File: src/rtl/pcm_to_dsd_pkg.sv
// pcm_to_dsd_pkg: shared parameter math, state width and saturating add for pcm_to_dsd.
package pcm_to_dsd_pkg;

   localparam int MAX_W = 64;

   function automatic int calc_div(input int clk_hz, input int dsd_hz);
      return clk_hz / dsd_hz;
   endfunction

   function automatic int state_width(input int sample_width);
      return sample_width + 4;
   endfunction

   // Two spare bits keep the 64-bit pre-saturation sum from overflowing.
   function automatic bit params_ok(input int clk_hz, input int dsd_hz, input int osr, input int sample_width);
      return dsd_hz > 0 && calc_div(clk_hz, dsd_hz) >= 2 && osr >= 2 && sample_width >= 2
             && state_width(sample_width) <= MAX_W - 2;
   endfunction

   // Adds two sign-extended operands and clamps to the range of a w-bit signed value.
   function automatic logic signed [MAX_W-1:0] sat_add(input logic signed [MAX_W-1:0] a,
                                                       input logic signed [MAX_W-1:0] b,
                                                       input int w);
      logic signed [MAX_W-1:0] s, hi, lo;
      s  = a + b;
      hi = (64'sd1 <<< (w - 1)) - 64'sd1;
      lo = -(64'sd1 <<< (w - 1));
      return s > hi ? hi : (s < lo ? lo : s);
   endfunction

endpackage

File: src/rtl/dsm2_core.sv
// dsm2_core: second-order delta-sigma modulator, one output bit per enable.
//   clk     system clock
//   rst_n   asynchronous active-low reset
//   en      evaluate one modulator step
//   x       signed input sample
//   bit_out registered 1-bit output, 1 = positive full scale
module dsm2_core
   import pcm_to_dsd_pkg::*;
#(
   parameter int SAMPLE_WIDTH = 24
) (
   input  logic                           clk,
   input  logic                           rst_n,
   input  logic                           en,
   input  logic signed [SAMPLE_WIDTH-1:0] x,
   output logic                           bit_out
);

   localparam int W = state_width(SAMPLE_WIDTH);
   localparam logic signed [MAX_W-1:0] FS = 64'sd1 <<< (SAMPLE_WIDTH - 1);

   logic signed [W-1:0]     i1, i2, i1_n, i2_n;
   logic signed [MAX_W-1:0] xs, fb;

   // Input is halved to keep the second-order loop inside its stable range.
   always_comb begin
      xs   = 64'(x) >>> 1;
      fb   = bit_out ? FS : -FS;
      i1_n = W'(sat_add(64'(i1), xs - fb, W));
      i2_n = W'(sat_add(64'(i2), 64'(i1_n) - fb, W));
   end

   always_ff @(posedge clk or negedge rst_n) begin
      if (!rst_n) begin
         i1      <= '0;
         i2      <= '0;
         bit_out <= 1'b0;
      end else if (en) begin
         i1      <= i1_n;
         i2      <= i2_n;
         bit_out <= ~i2_n[W-1];
      end
   end

endmodule

File: src/rtl/pcm_to_dsd.sv
// pcm_to_dsd: PCM sample stream to 1-bit DSD bitstream with local bit-rate enable.
//   clk        system clock
//   rst_n      asynchronous active-low reset
//   pcm_sample signed PCM input, captured whenever pcm_valid is high
//   pcm_valid  sample strobe
//   pcm_ready  one-cycle request for the next sample
//   dsd_bit    modulator output bit
//   dsd_ce     one-cycle strobe marking a new dsd_bit
module pcm_to_dsd
   import pcm_to_dsd_pkg::*;
#(
   parameter int SAMPLE_WIDTH = 24,
   parameter int CLK_FREQ_HZ  = 100_000_000,
   parameter int DSD_FREQ_HZ  = 3_125_000,
   parameter int OSR          = 64
) (
   input  logic                           clk,
   input  logic                           rst_n,
   input  logic signed [SAMPLE_WIDTH-1:0] pcm_sample,
   input  logic                           pcm_valid,
   output logic                           pcm_ready,
   output logic                           dsd_bit,
   output logic                           dsd_ce
);

   localparam int DIV = calc_div(CLK_FREQ_HZ, DSD_FREQ_HZ);
   localparam int DW  = $clog2(DIV);
   localparam int BW  = $clog2(OSR);

   if (!params_ok(CLK_FREQ_HZ, DSD_FREQ_HZ, OSR, SAMPLE_WIDTH)) begin : g_param_err
      $error("pcm_to_dsd: DIV and OSR must be >= 2");
   end

   logic [DW-1:0]                  div_cnt;
   logic [BW-1:0]                  bit_cnt;
   logic                           primed, tick, last_bit;
   logic signed [SAMPLE_WIDTH-1:0] x_hold;

   always_comb begin
      tick     = div_cnt == DW'(DIV - 1);
      last_bit = bit_cnt == BW'(OSR - 1);
   end

   // primed produces the single request pulse on the first clock after reset.
   always_ff @(posedge clk or negedge rst_n) begin
      if (!rst_n) begin
         div_cnt   <= '0;
         bit_cnt   <= '0;
         primed    <= 1'b0;
         pcm_ready <= 1'b0;
         dsd_ce    <= 1'b0;
         x_hold    <= '0;
      end else begin
         div_cnt   <= tick ? '0 : div_cnt + 1'b1;
         if (tick) bit_cnt <= last_bit ? '0 : bit_cnt + 1'b1;
         primed    <= 1'b1;
         pcm_ready <= (tick && last_bit) || !primed;
         dsd_ce    <= tick;
         if (pcm_valid) x_hold <= pcm_sample;
      end
   end

   dsm2_core #(.SAMPLE_WIDTH(SAMPLE_WIDTH)) u_core (
      .clk    (clk),
      .rst_n  (rst_n),
      .en     (tick),
      .x      (x_hold),
      .bit_out(dsd_bit)
   );

endmodule

File: config.mk
export PLATFORM = sky130hd
export DESIGN_NAME = pcm_to_dsd
export DESIGN_NICKNAME = d
export VERILOG_FILES = /design/src/rtl/pcm_to_dsd_pkg.sv /design/src/rtl/dsm2_core.sv /design/src/rtl/pcm_to_dsd.sv
export SDC_FILE = /design/constraint.sdc
export NUM_CORES = 1
export LEC_CHECK = 0
export ABC_AREA = 1
export ABC_CLOCK_PERIOD_IN_PS = 7950
export BUFFER_PORTS_ARGS = -buffer_cell sky130_fd_sc_hd__buf_2
export CORE_UTILIZATION = 44
export DETAILED_ROUTE_END_ITERATION = 12
export RECOVER_POWER = 50
export SKIP_CTS_REPAIR_TIMING = 1
export SLEW_MARGIN = 5
export SYNTH_ARGS = -nofsm -noshare
export SYNTH_HDL_FRONTEND = slang
export SYNTH_HIERARCHICAL = 1
export SYNTH_SLANG_ARGS = --single-unit
File: constraint.sdc
create_clock -name clk -period 7.95 [get_ports clk]
set_input_delay 1.1925 -clock clk [delete_from_list [all_inputs] [get_ports clk]]
set_output_delay 1.1925 -clock clk [all_outputs]
set_load 0.005 [all_outputs]
# Yosys cells after proc, flatten, opt, wreduce, memory -nomap -nowiden
# Cells that the tools add are included.
[totals] regBits=95 inputBits=27 output_inout_bits=3 elab_cells=32
[classes] n_addsub=6 n_lt_le_gt_ge=4 eq_ne=2 mux=7 n_bitwise=1 reduce_logical=3
[op_table] op="28-bit by 64-bit adder with 64-bit output" n=2
[op_table] op="64-bit by 28-bit greater-than comparator with 1-bit output, second input constant" n=2
[op_table] op="64-bit by 28-bit < comparator with 1-bit output, second input constant" n=2
[op_table] op="28-bit 2-to-1 mux" n=4
[op_table] op="64-bit 2-to-1 mux" n=1
[op_table] op="23-bit by 64-bit subtractor with 64-bit output" n=1
[op_table] op="28-bit by 64-bit subtractor with 64-bit output" n=1
[op_table] op="6-bit by 1-bit adder with 6-bit output, second input constant" n=1
[op_table] op="6-bit == test, second input constant" n=1
[op_table] op="6-bit 2-to-1 mux" n=1
[op_table] op="5-bit by 1-bit adder with 5-bit output, second input constant" n=1
[op_table] op="5-bit == test, second input constant" n=1
[op_table] op="5-bit 2-to-1 mux" n=1
[op_table] op="1-bit logical AND" n=1
[op_table] op="1-bit zero test" n=1
[op_table] op="1-bit logical OR" n=1
[op_table] op="1-bit NOT" n=1

# Depth between registers and ports, before layout
[depth] depth_word=12 mapped_depth=49 depth_no_buf=47

# By module
# Netlist, hierarchy kept.
[by_module_without_submodules] mod="dsm2_core" instances=1 cells_per_inst=1160 area_per_inst_um2=7566.0 seq_area_each_um2=1426.4
[by_module_without_submodules] mod="pcm_to_dsd" instances=1 cells_per_inst=112 area_per_inst_um2=1606.5 seq_area_each_um2=950.9

# Worst setup path after synthesis
# OpenSTA, ideal clock, no wires.
[synth_path] kind="reg-to-reg" start="register u_core.bit_out" end="register u_core.i2[17]" setup_ns=0.121 t_arrival_ns=7.757 setup_slack_ns=0.072 stages_incl_launch_ff=44 period_less_slack_ns=7.878 cell_sequence="dfrtp_1 > inv_1 > fa_1 > inv_1 > ha_1 > nand2_1 > nor2_1 > a211oi_1 > o21ai_0 > a21oi_1 > nor3_1 > a211oi_1 > fa_1 > nor2_1 > nand3_1 > nor4_1 > nand3_2 > nand2_4 > [8 not listed] > o21ai_0 > a21boi_0 > o21ai_2 > a21oi_1 > o21ai_2 > nand3_1 > nand2_1 > a21oi_1 > o31ai_1 > a21oi_1 > fa_1 > nor4_1 > nand3_1 > nor2_1 > nand3_2 > a21oi_4 > buf_6 > a21oi_2"
[synth_between] elab_chain_cells=11 elab_cells_between_ends=13 classes_between="add/sub (4); order compare (4); mux (5)"
[synth_rtl] element="from (decl)" line="dsm2_core.sv:16" rtl="output logic bit_out"
[synth_rtl] element="from (signal assigned)" line="dsm2_core.sv:41" rtl="bit_out <= ~i2_n[W-1];"
[synth_rtl] element="64-bit 2-to-1 mux (*)" line="dsm2_core.sv:28" rtl="fb = bit_out ? FS : -FS;"
[synth_rtl] element="23-bit by 64-bit subtractor with 64-bit output" line="dsm2_core.sv:29" rtl="i1_n = W'(sat_add(64'(i1), xs - fb, W));"
[synth_rtl] element="28-bit by 64-bit adder with 64-bit output" line="pcm_to_dsd_pkg.sv:25" rtl="s = a + b;"
[synth_rtl] element="64-bit by 28-bit < comparator with 1-bit output" line="pcm_to_dsd_pkg.sv:28" rtl="return s > hi ? hi : (s < lo ? lo : s);"
[synth_rtl] element="28-bit 2-to-1 mux (2 in a row)" line="pcm_to_dsd_pkg.sv:28"
[synth_rtl] element="28-bit by 64-bit subtractor with 64-bit output (*)" line="dsm2_core.sv:30" rtl="i2_n = W'(sat_add(64'(i2), 64'(i1_n) - fb, W));"
[synth_rtl] element="28-bit by 64-bit adder with 64-bit output (*)" line="pcm_to_dsd_pkg.sv:25"
[synth_rtl] element="64-bit by 28-bit < comparator with 1-bit output" line="pcm_to_dsd_pkg.sv:28"
[synth_rtl] element="28-bit 2-to-1 mux" line="pcm_to_dsd_pkg.sv:28"
[synth_rtl] element="28-bit 2-to-1 mux (*)" line="pcm_to_dsd_pkg.sv:28"
[synth_rtl] element="to (signal assigned)" line="dsm2_core.sv:40" rtl="i2 <= i2_n;"
[synth_rtl] element="to (decl)" line="dsm2_core.sv:22" rtl="logic signed [W-1:0] i1, i2, i1_n, i2_n;"
# Mark *: on every way between the ends. The rest lies on a longest branch, timed or not.
# A chain may end at the register's enable or synchronous reset.

# Worst setup path after layout
[layout_path] start="register u_core.bit_out" end="register u_core.i2[19]"
# The elaborated chain is that of the path after synthesis.

==> impl_metrics.prom <==
# TYPE chip_impl_metric gauge
chip_impl_info{name="run_status",value="finished with violations"} 1
chip_impl_info{name="violations",value="max-capacitance violations, max-slew violations"} 1
chip_impl_info{name="critical_path_endpoint_category",value="flop"} 1
chip_impl_metric{name="die_width",unit="microns"} 146.1
chip_impl_metric{name="setup.reg_to_reg.worst_slack",unit="ps"} 340
chip_impl_metric{name="die_h",unit="microns"} 146.1
chip_impl_metric{name="drt-wirelength-per-cell",unit="microns"} 13.12
chip_impl_info{name="cts_tree",value="yes"} 1
chip_impl_metric{name="drt_pass1_iterations",unit=""} 8
chip_impl_metric{name="worst_slew_pin_slew",unit="ps"} 2690
chip_impl_metric{name="total_detailed_routing_wirelength",unit="microns"} 21500
chip_impl_metric{name="area.growth.synth_to_final",unit="%"} 16.85
chip_impl_metric{name="syn-instance-count",unit=""} 1270
chip_impl_metric{name="placementRows",unit=""} 52
chip_impl_metric{name="first_pass_grt_wire_length",unit="microns"} 35760
chip_impl_metric{name="clk_transition_reported_paths",unit="ps"} 70
chip_impl_metric{name="max_slew_margin",unit=""} -0.7932
chip_impl_metric{name="tritoncts_num_sinks",unit=""} 94
chip_impl_metric{name="worst-endpoint-arrival",unit="ps"} 7890
chip_impl_metric{name="num_antenna_cells",unit=""} 0
chip_impl_info{name="clockRootBuffer",value="clkbuf_16"} 1
chip_impl_metric{name="cts_h_tree_lvls",unit=""} 3
chip_impl_metric{name="hpwl",unit="microns"} 16480
chip_impl_info{name="cpMaxStageDelayCell",value="fa_1"} 1
chip_impl_metric{name="syn_nets",unit=""} 1420
chip_impl_metric{name="grt_max_degree",unit=""} 84
chip_impl_metric{name="setup_viol",unit=""} 0
chip_impl_metric{name="clock-skew-final",unit="ps"} 9.339
chip_impl_metric{name="detail_route.iter0.violations",unit=""} 322
chip_impl_metric{name="vias_cell",unit=""} 4.791
chip_impl_metric{name="fin_util",unit=""} 0.5257
chip_impl_metric{name="timing.critical_path.buf_inv",unit=""} 10
chip_impl_metric{name="max_cap_violations",unit=""} 2
chip_impl_metric{name="fp.coreArea",unit="sq um"} 20300
chip_impl_metric{name="cts_buffer_depth",unit=""} 2
chip_impl_info{name="path_class",value="reg -> reg"} 1
chip_impl_metric{name="setup_total_negative_slack",unit="ps"} 0
chip_impl_metric{name="postSynthAreaPerCell",unit="sq um"} 7.191
chip_impl_metric{name="synth-warning-count",unit=""} 6
chip_impl_metric{name="worstPathRequired",unit="ps"} 8230
chip_impl_metric{name="drt_drc",unit=""} 0
chip_impl_metric{name="critPathMaxFanout",unit=""} 7
chip_impl_info{name="critPathMostFrequentCell",value="nand2_1"} 1
chip_impl_metric{name="grt_antenna_before_repair",unit=""} 0
chip_impl_metric{name="buffer_ports.inserted",unit=""} 28
chip_impl_metric{name="detailroute.via_count",unit=""} 7848
chip_impl_metric{name="placed_cell_area",unit="sq um"} 9986
chip_impl_info{name="critical-path-top-delay-family",value="adder cells"} 1
chip_impl_metric{name="fin_crit",unit="ps"} 7609
chip_impl_metric{name="grt_pass1_vias",unit=""} 7637
chip_impl_metric{name="maximum_clock_frequency",unit="MHz"} 131.4
chip_impl_info{name="hp-class",value="reg -> reg"} 1
chip_impl_metric{name="cp_slowest_stage_delay",unit="ps"} 580
chip_impl_metric{name="cts_buffers",unit=""} 9
chip_impl_metric{name="grtUsageTotal",unit=""} 0.2068
chip_impl_metric{name="ant_nets",unit=""} 0
chip_impl_metric{name="count_of_final_hold_check_violations",unit=""} 0
chip_impl_metric{name="initial_core_util",unit=""} 0.4499
chip_impl_info{name="crit_path_start_kind",value="flop"} 1
chip_impl_metric{name="floorplan.io_pins",unit=""} 30
chip_impl_metric{name="synth.cell_area",unit="sq um"} 9133
chip_impl_metric{name="final_layout_size_suffix_gt1_frac",unit=""} 0.1637
chip_impl_metric{name="period_share",unit=""} 0.9571
chip_impl_metric{name="final-max-slew-violation-count",unit=""} 97
chip_impl_metric{name="clk_latency",unit="ps"} 350
chip_impl_metric{name="routabilityCongestion",unit=""} 0.8674
chip_impl_metric{name="nets",unit=""} 1513
chip_impl_metric{name="design.die.area",unit="sq um"} 21340
chip_impl_metric{name="final_design_area_no_fill",unit="sq um"} 10670
chip_impl_metric{name="grt.overflow.total",unit=""} 0
## placed cells by master (no fill, tap or decap), types with 3 or more instances in the layout
cell type and count:
inv_1 300, nand2_1 287, nor2_1 98, ha_1 97, dfrtp_1 94, a21oi_1 74, buf_4 63, o21ai_0 39
xor2_1 33, nand3_1 26, buf_2 26, a21oi_2 25, mux2_1 18, xnor2_1 18, clkbuf_16 13, nand2_2 11
fa_1 11, nor2_2 10, a31oi_1 10, nand3_2 9, o21ai_2 8, ha_4 8, o21ai_1 7, fa_2 5
o21bai_1 4, mux2_2 4, clkbuf_1 4, nand2_4 4, nand4_1 4, buf_12 4, nor3_1 3, a21o_1 3
inv_2 3, a31o_2 3, a21oi_4 3, nor3_2 3
## worst paths after layout
path                                             from                   endpoint  depth (start not counted)
max reg2reg                u_core/bit_out$_DFFE_PN0P_  u_core/i2[19]$_DFFE_PN0P_                         46
min                                  primed$_DFF_PN0_        pcm_ready$_DFF_PN0_                          1
min in group asynchronous                       rst_n     x_hold[22]$_DFFE_PN0P_                          1
max                        u_core/bit_out$_DFFE_PN0P_  u_core/i2[19]$_DFFE_PN0P_                         46
max in group asynchronous                       rst_n  u_core/i2[17]$_DFFE_PN0P_                          2
min reg2reg                          primed$_DFF_PN0_        pcm_ready$_DFF_PN0_                          1
## routing by layer
layer | share of wire | up-vias | track usage
met5 | 0 | - | 0
met4 | 0.016 | 0 | 0.05521
met3 | 0.025 | 21 | 0.02500
met2 | 0.48 | 94 | 0.3567
met1 | 0.48 | 3614 | 0.2734
li1 | - | 4119 | -
## layout make-up
type,count,area (sq um)
repair buffers,102,820.8
well taps,270,337.8
fillers,2066,9628
clock inverters,5,41.29
multi-input cells,853,5739
flip-flops and latches,94,2352
inverters,303,1137
clock buffers,11,242.7
## state kept, by name, indices dropped and copies added, names as in the netlist
name            flops
u_core/i2          28
div_cnt             5
u_core/i1          28
primed              1
u_core/bit_out      1
dsd_ce              1
bit_cnt             6
pcm_ready           1
x_hold             23
## per-stage QoR
step	instances	setup slack, ps	hold WS (ps)
2_1_floorplan	1270	72.40	385.7
3_3_place_gp	1611	-53.07	414.9
3_5_place_dp	1611	-75.33	419.8
4_1_cts	1627	-119.5	423.1
5_1_grt	1638	-76.87	450.8
6_report	1638	341.0	424.6
Power is left out: the tool's default activity adds up to more than one toggle a clock period on the data nets, which glitch-free logic cannot reach.
